File: src/rtl/generic_2clk_fifo_rd_stream_adapter_if.sv
// Stream interface for the read-side drain stage of the 2-clock FIFO.
// Carries the valid/ready word stream toward the rd_clk-domain consumer.
//   out_valid : word available (driven by the adapter)
//   out_ready : consumer accepts the word when out_valid && out_ready
//   out_data  : stream word, oldest first (driven by the adapter)
// master modport is the adapter side, slave modport is the consumer side.
interface generic_2clk_fifo_rd_stream_adapter_if #(
  parameter int unsigned DAT_WIDTH = 17
);
  logic                 out_valid;
  logic                 out_ready;
  logic [DAT_WIDTH-1:0] out_data;

  modport master (
    output out_valid,
    output out_data,
    input  out_ready
  );

  modport slave (
    input  out_valid,
    input  out_data,
    output out_ready
  );
endinterface

File: src/rtl/generic_2clk_fifo_rd_stream_adapter.sv
// Read-side drain stage for the 2-clock FIFO + 2-port RF pair.
// Issues rd_op toward the FIFO, captures rd_data RD_LATENCY cycles later into a small
// circular prefetch store and presents the words on a valid/ready stream.
// A credit check on store occupancy plus in-flight reads keeps the store from overflowing
// while sustaining one word per clock when BUF_DEPTH >= RD_LATENCY+1.
// Ports:
//   rd_clk    : read-domain clock
//   rd_reset  : asynchronous reset, active-high
//   rd_empty  : FIFO empty, already reflects rd_op issued in earlier cycles
//   rd_op     : FIFO read strobe (also RF read enable)
//   rd_data   : RF read data, valid RD_LATENCY cycles after rd_op
//   flush     : synchronous drop of buffered and in-flight words
//   out_if    : stream master (out_valid / out_ready / out_data)
//   buf_level : words currently held in the prefetch store
module generic_2clk_fifo_rd_stream_adapter #(
  parameter int unsigned DAT_WIDTH  = 17,
  parameter int unsigned RD_LATENCY = 1,
  parameter int unsigned BUF_DEPTH  = 2
) (
  input  logic                               rd_clk,
  input  logic                               rd_reset,
  input  logic                               rd_empty,
  output logic                               rd_op,
  input  logic [DAT_WIDTH-1:0]               rd_data,
  input  logic                               flush,
  generic_2clk_fifo_rd_stream_adapter_if.master out_if,
  output logic [$clog2(BUF_DEPTH+1)-1:0]     buf_level
);

  localparam int unsigned CNT_W = $clog2(BUF_DEPTH + 1);
  localparam int unsigned PTR_W = (BUF_DEPTH > 1) ? $clog2(BUF_DEPTH) : 1;

  if (BUF_DEPTH < 1 || RD_LATENCY < 1) begin : g_bad_param
    $error("generic_2clk_fifo_rd_stream_adapter: BUF_DEPTH and RD_LATENCY must be >= 1");
  end

  logic [RD_LATENCY-1:0] infl_q, infl_d;
  logic [PTR_W-1:0]      wr_ptr_q, wr_ptr_d;
  logic [PTR_W-1:0]      rd_ptr_q, rd_ptr_d;
  logic [CNT_W-1:0]      level_q, level_d;
  logic [DAT_WIDTH-1:0]  mem_q [BUF_DEPTH];

  logic        pop;
  logic        capture;
  logic        wr_en;
  logic        pop_en;
  logic        credit_ok;
  int unsigned infl_cnt;

  // Pointers wrap at BUF_DEPTH, which need not be a power of two.
  function automatic logic [PTR_W-1:0] ptr_inc(input logic [PTR_W-1:0] p);
    return (p == PTR_W'(BUF_DEPTH - 1)) ? '0 : p + PTR_W'(1);
  endfunction

  assign out_if.out_valid = (level_q != '0);
  assign out_if.out_data  = mem_q[rd_ptr_q];
  assign buf_level        = level_q;

  assign pop     = out_if.out_valid && out_if.out_ready;
  assign capture = infl_q[RD_LATENCY-1];
  // A flush discards both the word arriving this cycle and any same-cycle pop.
  assign wr_en   = capture && !flush;
  assign pop_en  = pop && !flush;

  always_comb begin
    infl_cnt = 0;
    for (int i = 0; i < RD_LATENCY; i++) begin
      if (infl_q[i]) infl_cnt++;
    end
  end

  // Credit: stored + in-flight words, less the word leaving this cycle, must leave room.
  assign credit_ok = (32'(level_q) + infl_cnt) < (BUF_DEPTH + 32'(pop));
  // Gated by rd_reset so the strobe drops the moment reset asserts.
  assign rd_op     = !rd_reset && !rd_empty && !flush && credit_ok;

  always_comb begin
    infl_d = '0;
    if (!flush) begin
      infl_d[0] = rd_op;
      for (int i = 1; i < RD_LATENCY; i++) begin
        infl_d[i] = infl_q[i-1];
      end
    end
  end

  always_comb begin
    level_d  = level_q;
    wr_ptr_d = wr_ptr_q;
    rd_ptr_d = rd_ptr_q;
    if (flush) begin
      level_d  = '0;
      wr_ptr_d = '0;
      rd_ptr_d = '0;
    end else begin
      if (wr_en) wr_ptr_d = ptr_inc(wr_ptr_q);
      if (pop_en) rd_ptr_d = ptr_inc(rd_ptr_q);
      if (wr_en && !pop_en) begin
        level_d = level_q + CNT_W'(1);
      end else if (!wr_en && pop_en) begin
        level_d = level_q - CNT_W'(1);
      end
    end
  end

  always_ff @(posedge rd_clk or posedge rd_reset) begin
    if (rd_reset) begin
      infl_q   <= '0;
      wr_ptr_q <= '0;
      rd_ptr_q <= '0;
      level_q  <= '0;
    end else begin
      infl_q   <= infl_d;
      wr_ptr_q <= wr_ptr_d;
      rd_ptr_q <= rd_ptr_d;
      level_q  <= level_d;
    end
  end

  // Store is cleared on reset so out_data reads zero until the first capture.
  always_ff @(posedge rd_clk or posedge rd_reset) begin
    if (rd_reset) begin
      for (int i = 0; i < BUF_DEPTH; i++) mem_q[i] <= '0;
    end else if (wr_en) begin
      mem_q[wr_ptr_q] <= rd_data;
    end
  end

  a_no_overflow : assert property (@(posedge rd_clk) disable iff (rd_reset)
    capture |-> (level_q != CNT_W'(BUF_DEPTH)));

  a_no_read_empty : assert property (@(posedge rd_clk) disable iff (rd_reset)
    rd_op |-> !rd_empty);

endmodule
File: src/flat_wrapper.sv
// flat-port wrapper written by rule: the top's interface ports become plain ports
module generic_2clk_fifo_rd_stream_adapter_flat 
#(
  parameter int unsigned DAT_WIDTH  = 17,
  parameter int unsigned RD_LATENCY = 1,
  parameter int unsigned BUF_DEPTH  = 2
)
  (rd_clk, rd_reset, rd_empty, rd_op, rd_data, flush, buf_level, out_if_out_valid, out_if_out_data, out_if_out_ready);
  generic_2clk_fifo_rd_stream_adapter_if #(.DAT_WIDTH(DAT_WIDTH)) out_if_i ();
  input  logic rd_clk;
  input  logic rd_reset;
  input  logic rd_empty;
  output logic rd_op;
  input  logic [DAT_WIDTH-1:0] rd_data;
  input  logic flush;
  output logic [$clog2(BUF_DEPTH+1)-1:0] buf_level;
  output wire logic [$bits(out_if_i.out_valid)-1:0] out_if_out_valid;
  output wire logic [$bits(out_if_i.out_data)-1:0] out_if_out_data;
  input wire logic [$bits(out_if_i.out_ready)-1:0] out_if_out_ready;
  assign out_if_out_valid = out_if_i.out_valid;
  assign out_if_out_data = out_if_i.out_data;
  assign out_if_i.out_ready = out_if_out_ready;
  generic_2clk_fifo_rd_stream_adapter #(.DAT_WIDTH(DAT_WIDTH), .RD_LATENCY(RD_LATENCY), .BUF_DEPTH(BUF_DEPTH)) u_core (.rd_clk(rd_clk), .rd_reset(rd_reset), .rd_empty(rd_empty), .rd_op(rd_op), .rd_data(rd_data), .flush(flush), .out_if(out_if_i), .buf_level(buf_level));
endmodule
File: config.mk
export PLATFORM = sky130hd
export DESIGN_NAME = generic_2clk_fifo_rd_stream_adapter_flat
export DESIGN_NICKNAME = d
export VERILOG_FILES = /design/src/rtl/generic_2clk_fifo_rd_stream_adapter_if.sv /design/src/rtl/generic_2clk_fifo_rd_stream_adapter.sv /design/src/flat_wrapper.sv
export SDC_FILE = /design/constraint.sdc
export NUM_CORES = 1
export LEC_CHECK = 0
export CORE_UTILIZATION = 49
export CTS_CLUSTER_DIAMETER = 50
export DETAILED_ROUTE_END_ITERATION = 10
export PLACE_DENSITY = 0.81
export REMOVE_ABC_BUFFERS = 1
export SYNTH_ARGS = -nofsm -noshare
export SYNTH_HDL_FRONTEND = slang
export SYNTH_SLANG_ARGS = --single-unit
File: constraint.sdc
create_clock -name rd_clk -period 1.5 [get_ports rd_clk]
set_input_delay 0.225 -clock rd_clk [delete_from_list [all_inputs] [get_ports rd_clk]]
set_output_delay 0.225 -clock rd_clk [all_outputs]
set_load 0.05 [all_outputs]
==> results.md, run 1 <==
* Share of cells above drive strength 1 at 0.582
* Sequential-to-total area share from yosys stat at 0.524
* Startpoint types: register
* Routed via count at ~1200
* Post-synth top area cell: dfrtp_1
* Cell Int Power at 2.40 mW
* XOR/XNOR Fraction of Synth Area at 0.00940
* First-pass GRT wire length at 6550 um
* Pwr dens at 1270 nW/um2
* Number of antenna diodes at 0
* Total GRT Usage at 0.217
* Reg power frac at 0.384
* Fin crit period at 1.74 ns
* TritonRoute pass-1 iters at 4
* Dpl cells at between 200 and 250
* Input/output buffers at 42
* Status: finished with violations
* Switching part of the total at 0.318
* Critical Path AT at 1.52 ns
* Largest net degree at the start of global routing at 40
* Clk_lat worst skew at between 0.2 and 0.3 ns
* Final setup violating endpoints at 19
* CTS Hold Bufs at 0
* Total power at 3.52 mW
* RSZ-0062 raised after global routing: true
* Vias in the first global route at 1368
* Synth Cell Area at around 1900 um2
* DRC violations left at 0
* Clock Power Share at 0.233
* Initial antenna violation count at 0
* Synth Instances at 120
* Sink Count at 39
* Relative slew margins at 0.789
* Final Hold Viols at 0
* Routed WL per cell at 16.7 um
* Switching pwr at 1.12 mW
* Maxcap violations at 0
* Synth Area in Simple Gates at 0.0658
* Detailed Route Iter0 Violations at 40
* VDD IR-drop max at around 990 uV
* Failing checks: negative setup slack
* CTS tree: yes
* Die H at 63.7 um
* Slew Viols, Final at 0
* CTS clk-pin slew, worst paths at approximately 0.070 ns
* Routability congestion estimate at 0.705
* Finished Layout Cells at 232
* Least-Margin Pin Slew at approximately 0.32 ns
* Mux contribution to synthesized area at 0.349
* Leakage at roughly 1.3 nW
* Die X at 63.7 um
* Crit Path Category: reg2out
* Root Driver: clkbuf_8
* Hold crit path type: in2async
* Yosys top cell area share at 0.524
* Ports at 43
* Clock buffer depth at 2
* Core Footprint at 3660 um2
* Setup_tns at -1.98 ns
* Row count at 22
* Layout Area Growth over Synthesis at 48.6%
* H-tree level count at 2
* Yosys reg bits at 39
* Worst EP required at 1.27 ns
* Yosys warns at 0
* Crit path max fanout at 2
* GRT overflow at 0
* Number of buffers created by CTS at 5
* Comb power frac at 0.383
* Complex-gate fraction of the synthesized area at 0.0148
* Fmax at roughly 570 MHz
* Max Clock Skew at 0.00573 ns
* Post-DP HPWL at about 2700 um
* Mean Syn Cell Area at 15.5 um2
* Fin nets at 208
* Fillers at 194
* Post-synth cell types at 24
* CP Capture Type: primary output
* Final WL at between 3000 and 4000 um
* Number of routed nets with antenna violations at 0
* Top post-synthesis cells by area: dfrtp_1 (52%), mux2_2 (19%), mux2_4 (16%)
* Period utilization at 1.16
* Initial Util at 0.509
* Adder-Cell Fraction of Synth Area at 0.0134
* Main combinational cell family by area after synthesis: multiplexers
* Via/cell ratio at 5.13
* FF-to-FF setup slack at 0.06 ns
* Die Area at 4050 um2
* Setup WS post-layout at -0.243 ns
[placed cells by master, fill, tap and decap left out]
cell	count
xor2_1	1
and3b_1	1
nor4_4	1
clkdlybuf4s50_1	21
bufinv_16	1
o31ai_1	1
ha_4	2
nor4_1	1
nand3b_4	1
o21ai_0	1
dfrtp_2	1
nand2b_1	1
or2_2	1
clkbuf_1	1
clkbuf_8	5
nor2_8	1
and3_1	1
a21oi_1	1
o21ai_1	2
nor2b_1	1
buf_6	14
buf_8	7
mux2_2	25
and2_4	2
buf_12	8
nor2_1	4
dfrtp_1	38
mux2_4	26
nand2b_2	1
xnor2_1	1
inv_1	1
buf_4	11
[registers in the layout (all words and copies together) (netlist names)]
name,flops
u_core.wr_ptr_q,1
u_core.capture,1
u_core.buf_level,2
u_core.rd_ptr_q,1
u_core.mem_q,34
[power groups by stage]
stage	Sequential, mW	Clock [mW]	Combinational (mW)
after floorplan	1.34	0	0.836
after global placement	1.35	0	1.15
after detailed placement	1.36	0	1.17
after CTS	1.35	0.847	1.31
after global routing	1.37	0.886	1.41
final	1.35	0.820	1.35
[worst max-delay path: stages (launching register included)]
cell	delay, ns
dfrtp_1	0.42
ha_4	0.19
ha_4	0.16
nor4_4	0.15
and2_4	0.19
buf_12	0.13
[stage by stage]
step           hold slack (ns)  instance area, um2  setup WS (ns)   util
3_3_place_gp             0.481                2450         -0.127  0.671
3_5_place_dp             0.492                2450         -0.216  0.671
4_1_cts                  0.498                2760         -0.396  0.754
2_1_floorplan            0.291                1820         -0.394      -
5_1_grt                  0.514                2770         -0.314  0.756
6_report                 0.505                2770         -0.243  0.756
[path summary, 6_finish.rpt]
check                                    start                to  cells after the start
setup / recovery           u_core.buf_level[0]             rd_op                      5
hold / removal                        rd_reset  u_core.mem_q[18]                      4
setup reg to reg                u_core.capture  u_core.mem_q[25]                      5
hold reg to reg               u_core.mem_q[12]  u_core.mem_q[12]                      1
max in group asynchronous             rd_reset   u_core.rd_ptr_q                      4
min in group rd_clk           u_core.mem_q[12]  u_core.mem_q[12]                      1
[layout make-up]
| class | count | area, um2 | share of cell area |
|---|---|---|---|
| Clock buffer | 6 | 72.6 | 0.0262 |
| Clock inverter | 1 | 30.0 | 0.0108 |
| Inverter | 1 | 3.75 | 0.00136 |
| Multi-Input combinational cell | 76 | 910 | 0.329 |
| Sequential cell | 39 | 977 | 0.353 |
| Tap cell | 48 | 60.1 | 0.0217 |
| Timing Repair Buffer | 61 | 716 | 0.258 |
[what timing repair did]
| action | in CTS | in global routing |
|---|---|---|
| setup buffers | 8 | 2 |
| setup endpoints to repair | 19 | 20 |
| pin swaps | 3 | 1 |
| hold endpoints to repair | 0 | 0 |
| resized for setup | 30 | 16 |
| gates cloned | 1 | 0 |
[per-layer routing]
metal  wire [um]  part of all wire  global-route usage  up-vias
li1            -                 -                   -      555
met5           0                 0                   0        -
met3         123             0.032              0.0471        9
met2        2040              0.53               0.384       29
met1        1630              0.42               0.242      596
met4          92             0.024               0.114        0
[cell families (layout without fill, tap and decap cells)]
family,Yosys count,in the layout
multiplexers,51,51
flip-flops,39,39
AND/OR/NAND/NOR,16,16
AO/OA/AOI/OAI,5,5
buffers and inverters,5,69
adder cells (fa/ha/maj),2,2
XOR/XNOR,2,2
[synth_stat cells, drive strengths merged]
cell / count
buf: 4
nand2b: 2
dfrtp: 39
mux2: 51
and3b: 1
xor2: 1
nor4: 2
nand3b: 1
or2: 1
nor2: 5
nor2b: 1
o21ai: 3
o31ai: 1
and2: 2
and3: 1
inv: 1
xnor2: 1
ha: 2
a21oi: 1
Note: power is estimated with default switching activity, not from simulation.
==> inputs of run 2 (changes only) <==
clock period = 1.7 ns   (was 1.5 ns; I/O delays follow)
==> run 2 against run 1 <==
Net effect: the run still ends with negative setup slack left; non-clock buffer count down 4; clock skew down 0.00061 ns; flip-flop and latch count did not move; combinational power decreased by 14%; global-route usage decreased by 1.3 points; setup slack gained 0.19 ns; via count decreased by 0.93%; worst hold slack worse by 0.024 ns; power decreased by 16%; critical path depth unchanged; clock power is 28% lower; first-iteration DRC count is 15% lower.
==> results.md, run 2 (same netlist as run 1, synthesis figures left out) <==
* Status: finished with violations
* Failing checks: negative setup slack
* Die Area at 4050 um2
* Row count at 22
* Root Driver: clkbuf_8
* CP cell instances: ha_2 > ha_4 > nor4_4 > and2_4 > buf_12
* Total power at 2.94 mW
* Final WL at 3660 um
* Startpoint types: register
* TritonRoute pass-1 iters at 4
* Number of antenna diodes at 0
* Reg power frac at 0.404
* First-pass GRT wire length at about 6200 um
* RSZ-0062 raised after global routing: true
* CTS clk-pin slew, worst paths at roughly 0.07 ns
* Worst EP required at 1.44 ns
* Period utilization at 1.03
* Setup WS post-layout at -0.0554 ns
* Vias in the first global route at 1314
* CP Capture Type: primary output
* Die X at 63.7 um
* Comb power frac at 0.394
* Via/cell ratio at 5.14
* DRC violations left at 0
* Total GRT Usage at 0.204
* Largest net degree at the start of global routing at 40
* Fin nets at 204
* Share of cells above drive strength 1 at 0.580
* Initial Util at 0.509
* Least-Margin Pin Slew at 0.497 ns
* Clock buffer depth at 2
* Crit path max fanout at 2
* Ports at 43
* Clk_lat worst skew at slightly below 0.3 ns
* Sink Count at 39
* Max Clock Skew at 0.00511 ns
* Most frequent cells in the layout: dfrtp_1 (38), mux2_4 (26), mux2_2 (25), clkdlybuf4s50_1 (21), buf_4 (16)
* Pwr dens at 1110 nW/um2
* Worst path bufs/invs at 1
* Most common cell after layout, fill and taps aside: dfrtp_1
* VDD IR-drop max at 804 uV
* Final Hold Viols at 0
* Relative slew margins at 0.668
* H-tree level count at 2
* Input/output buffers at 42
* Slew Viols, Final at 0
* Number of buffers created by CTS at 5
* GRT overflow at 0
* Delay of the slowest critical-path stage at approximately 0.40 ns
* Reg with most FFs: u_core.mem_q
* Routed WL per cell at 16.0 um
* Core Util, Final at 0.727
* WHS at 0.481 ns
* Number of routed nets with antenna violations at 0
* Final setup violating endpoints at 1
* Slowest stage cell, crit path: dfrtp_1
* Post-DP HPWL at between 2000 and 2500 um
* CTS tree: yes
* Hold crit path type: in2async
* Layout Area Growth over Synthesis at 42.8%
* Crit Path Category: reg2out
* Maxcap violations at 0
* Detailed Route Iter0 Violations at 34
* Clock Power Share at 0.201
* Fin crit period at about 1.8 ns
* Cell Int Power at about 2 mW
* Routability congestion estimate at 0.706
* Max reg flops at 34
* Family with the most delay on the worst path: flip-flops
* Leakage at roughly 1.3 nW
* CTS Hold Bufs at 0
* Initial antenna violation count at 0
* Switching pwr at 998 uW
* Routed via count at 1178
* Core Footprint at around 3700 um2
* Switching part of the total at 0.339
* Fmax at roughly 570 MHz
* Die H at 63.7 um
* Critical Path AT at 1.50 ns
[run 2: worst min-delay path, cell delays in order]
cell             delay, ns
clkdlybuf4s50_1       0.46
inv_1                 0.07
buf_4                 0.42
[run 2: timing repair]
| action | 4_1_cts | 5_1_grt |
|---|---|---|
| gates resized for setup | 9 | 27 |
| gates cloned | 0 | 1 |
| pin swaps | 1 | 2 |
| endpoints found under the setup margin | 15 | 15 |
| buffers inserted | 0 | 3 |
[run 2: worst paths after layout]
check                           depth (start not counted)  slack, ns                to        startpoint
worst min register to register                          1       0.51  u_core.mem_q[15]  u_core.mem_q[15]
worst max register to register                          5       0.30  u_core.mem_q[25]    u_core.capture
max in group asynchronous                               3       0.84   u_core.rd_ptr_q          rd_reset
worst max-delay path                                    5      -0.06             rd_op    u_core.capture
worst min-delay path                                    3       0.48    u_core.capture          rd_reset
min in group rd_clk                                     1       0.51  u_core.mem_q[15]  u_core.mem_q[15]
[run 2: area by class of cell]
type | count | area [um2]
clock inverter | 3 | 15.0
tap | 48 | 60.1
sequential | 39 | 977
multi-input combinational | 76 | 901
inverter | 1 | 3.75
fill | 240 | 1000
timing repair buffer | 57 | 636
clock buffer | 5 | 68.8
[run 2: routing by layer]
metal / routed length [um] / up-vias / GRT usage
met4: 28 / 0 / 0.0682
met3: 131 / 4 / 0.0670
met5: 0 / - / 0
li1: - / 544 / -
met2: 1880 / 25 / 0.344
met1: 1620 / 605 / 0.242
[run 2: per-stage QoR]
step / std cells / instance area [um2] / setup WS, ns / setup TNS, ns
3_3_place_gp: 217 / 2390 / 0.0403 / 0
4_1_cts: 225 / 2520 / -0.0834 / -0.0834
5_1_grt: 229 / 2660 / -0.136 / -0.136
3_5_place_dp: 217 / 2390 / 0.00891 / 0
6_report: 229 / 2660 / -0.0554 / -0.0554
2_1_floorplan: 116 / 1820 / -0.224 / -0.224
[run 2: power groups by stage]
stage	registers [mW]	logic (mW)	clock network, mW
after global placement	1.19	1.00	0
after global routing	1.21	1.22	0.672
after floorplan	1.18	0.738	0
after detailed placement	1.20	1.02	0
final	1.19	1.16	0.593
after CTS	1.18	1.03	0.616
==> inputs of run 3 (changes only) <==
SETUP_SLACK_MARGIN = 0.15   (was unset)
SLEW_MARGIN = 10   (was unset)
TNS_END_PERCENT = 100   (was unset)
==> run 3 against run 2 <==
Net effect: routed wire length increased by 8.6%; global-route usage is 2.1 points higher; combinational power up 12%; non-clock buffer count increased by 1; fmax down 0.58%; the run still ends with negative setup slack left; sequential power about the same; via count is 1.6% higher; flip-flop and latch count did not move; design area increased by 5.0%; largest power group is now combinational cells; die area unchanged; clock power rose by 1%; register-to-register slack worse by 0.05 ns.
==> results.md, run 3 (same netlist as run 1, synthesis figures left out) <==
* CTS tree: yes
* Number of antenna diodes at 0
* Highest Signal Layer: met4
* CP cell instances: ha_4 > ha_4 > o21ai_2 > and2_4 > buf_12
* First-pass GRT wire length at about 6700 um
* Slowest stage cell, crit path: dfrtp_1
* Met2 routed WL at 2120 um
* Crit path max fanout at 2
* Comb power frac at 0.419
* Max Clock Skew at 0.00459 ns
* Routed WL per cell at 17.3 um
* Family with the most delay on the worst path: adder cells
* Fmax at 566 MHz
* Most common cell after layout, fill and taps aside: dfrtp_1
* Clk_lat worst skew at 0.29 ns
* Critical Path Most Common Cell: ha_4
* Routed met3 length at roughly 150 um
* Crit Path Category: reg2out
* Setup WS post-layout at -0.0656 ns
* Input/output buffers at 42
* Clock buffer depth at 2
* Switching part of the total at 0.337
* Failing checks: negative setup slack
* Slew Viols, Final at 0
* Startpoint types: register
* Fin crit period at 1.77 ns
* Detailed Route Iter0 Violations at 50
* Leakage at 1.35 nW
* Cell Int Power at 2.05 mW
* Reg power frac at 0.387
* Share of cells above drive strength 1 at 0.582
* WHS at 0.488 ns
* Period utilization at 1.04
* DRC violations left at 0
* Relative slew margins at 0.672
* TritonRoute pass-1 iters at 4
* RSZ-0062 raised after global routing: true
* Largest net degree at the start of global routing at 40
* CP Capture Type: primary output
* Root Driver: clkbuf_8
* Row count at 22
* Vias in the first global route at 1367
* Post-DP HPWL at 2400 um
* GRT overflow at 0
* Number of routed nets with antenna violations at 0
* VDD IR-drop max at 932 uV
* Final Hold Viols at 0
* Max reg flops at 34
* CTS clk-pin slew, worst paths at 0.07 ns
* Total GRT Usage at 0.225
* Core Util, Final at 0.763
* Die H at 63.7 um
* Delay of the slowest critical-path stage at 0.42 ns
* Final setup violating endpoints at 2
* Die Area at 4050 um2
* Ports at 43
* Clock Power Share at 0.194
* Routed via count at 1197
* Die X at 63.7 um
* Worst slack, placed at 0.00891 ns
* Initial antenna violation count at 0
* Reg with most FFs: u_core.mem_q
* Critical Path AT at 1.51 ns
* Worst EP required at ~1.4 ns
* Maxcap violations at 0
* M1 WL at 1640 um
* Pwr dens at between 1000 and 1500 nW/um2
* Final WL at 3970 um
* Worst path bufs/invs at 1
* Core Footprint at 3660 um2
* Total power at 3.10 mW
* Number of buffers created by CTS at 5
* Status: finished with violations
* Fin nets at 205
* Via/cell ratio at 5.20
* Switching pwr at between 1 and 1.5 mW
* Most frequent cells in the layout: dfrtp_1 (38), mux2_4 (37), clkdlybuf4s50_1 (21), buf_8 (18), mux2_2 (14)
* Final Instance Area at 2790 um2
* H-tree level count at 2
* Initial Util at 0.509
* Least-Margin Pin Slew at 0.493 ns
* CTS Hold Bufs at 0
* Layout Area Growth over Synthesis at 50.0%
* Hold crit path type: in2async
* Routability congestion estimate at around 0.7
* Sink Count at 39
* Placed Area at 2390 um2
## run 3: changes by cell type in the layout (fill, tap and decap cells not counted), sizes merged
cell | previous run | this run
buf | 35 | 37
clkbuf | 6 | 5
## run 3: metal layers
metal | vias up | GRT usage
li1 | 549 | -
met5 | - | 0
met4 | 0 | 0.0966
met1 | 610 | 0.250
met2 | 30 | 0.388
met3 | 8 | 0.0743
## run 3: final timing paths
check | startpoint | cells past startpoint | slack [ns] | endpoint
min in group rd_clk | u_core.mem_q[15] | 1 | 0.51 | u_core.mem_q[15]
min | rd_reset | 3 | 0.49 | u_core.capture
max | u_core.buf_level[0] | 5 | -0.07 | rd_op
min reg2reg | u_core.mem_q[15] | 1 | 0.51 | u_core.mem_q[15]
max reg2reg | u_core.capture | 5 | 0.25 | u_core.mem_q[24]
max in group asynchronous | rd_reset | 3 | 0.85 | u_core.rd_ptr_q
## run 3: power by group through the flow
stage / logic, mW / clock network (mW) / registers (mW)
4_1_cts: 1.30 / 0.616 / 1.19
3_3_place_gp: 1.00 / 0 / 1.19
2_1_floorplan: 0.738 / 0 / 1.18
5_1_grt: 1.35 / 0.673 / 1.21
3_5_place_dp: 1.02 / 0 / 1.20
6_report: 1.30 / 0.601 / 1.20
## run 3: area by class of cell
| type | count | area [um2] |
|---|---|---|
| clock buffer | 5 | 68.8 |
| clock inverter | 3 | 15.0 |
| sequential | 39 | 977 |
| fill | 209 | 867 |
| multi-input combinational | 76 | 952 |
| timing repair buffer | 58 | 717 |
| tap | 48 | 60.1 |
| inverter | 1 | 3.75 |
## run 3: stage by stage
step	instances	setup TNS [ns]
after detailed placement	217	0
after floorplan	116	-0.224
final	230	-0.0668
after global routing	230	-0.531
after global placement	217	0
after CTS	229	-0.0834
## run 3: timing repair
action                                  in CTS  in global routing
endpoints found under the setup margin      19                 19
gates cloned                                 1                  0
resized for setup                           66                  2
buffers inserted                             3                  1
pin swaps                                    1                  2
## run 3: worst min-delay path, delay by kind of cell
family                 cells  cell delay, ns
buffers and inverters      3            0.96
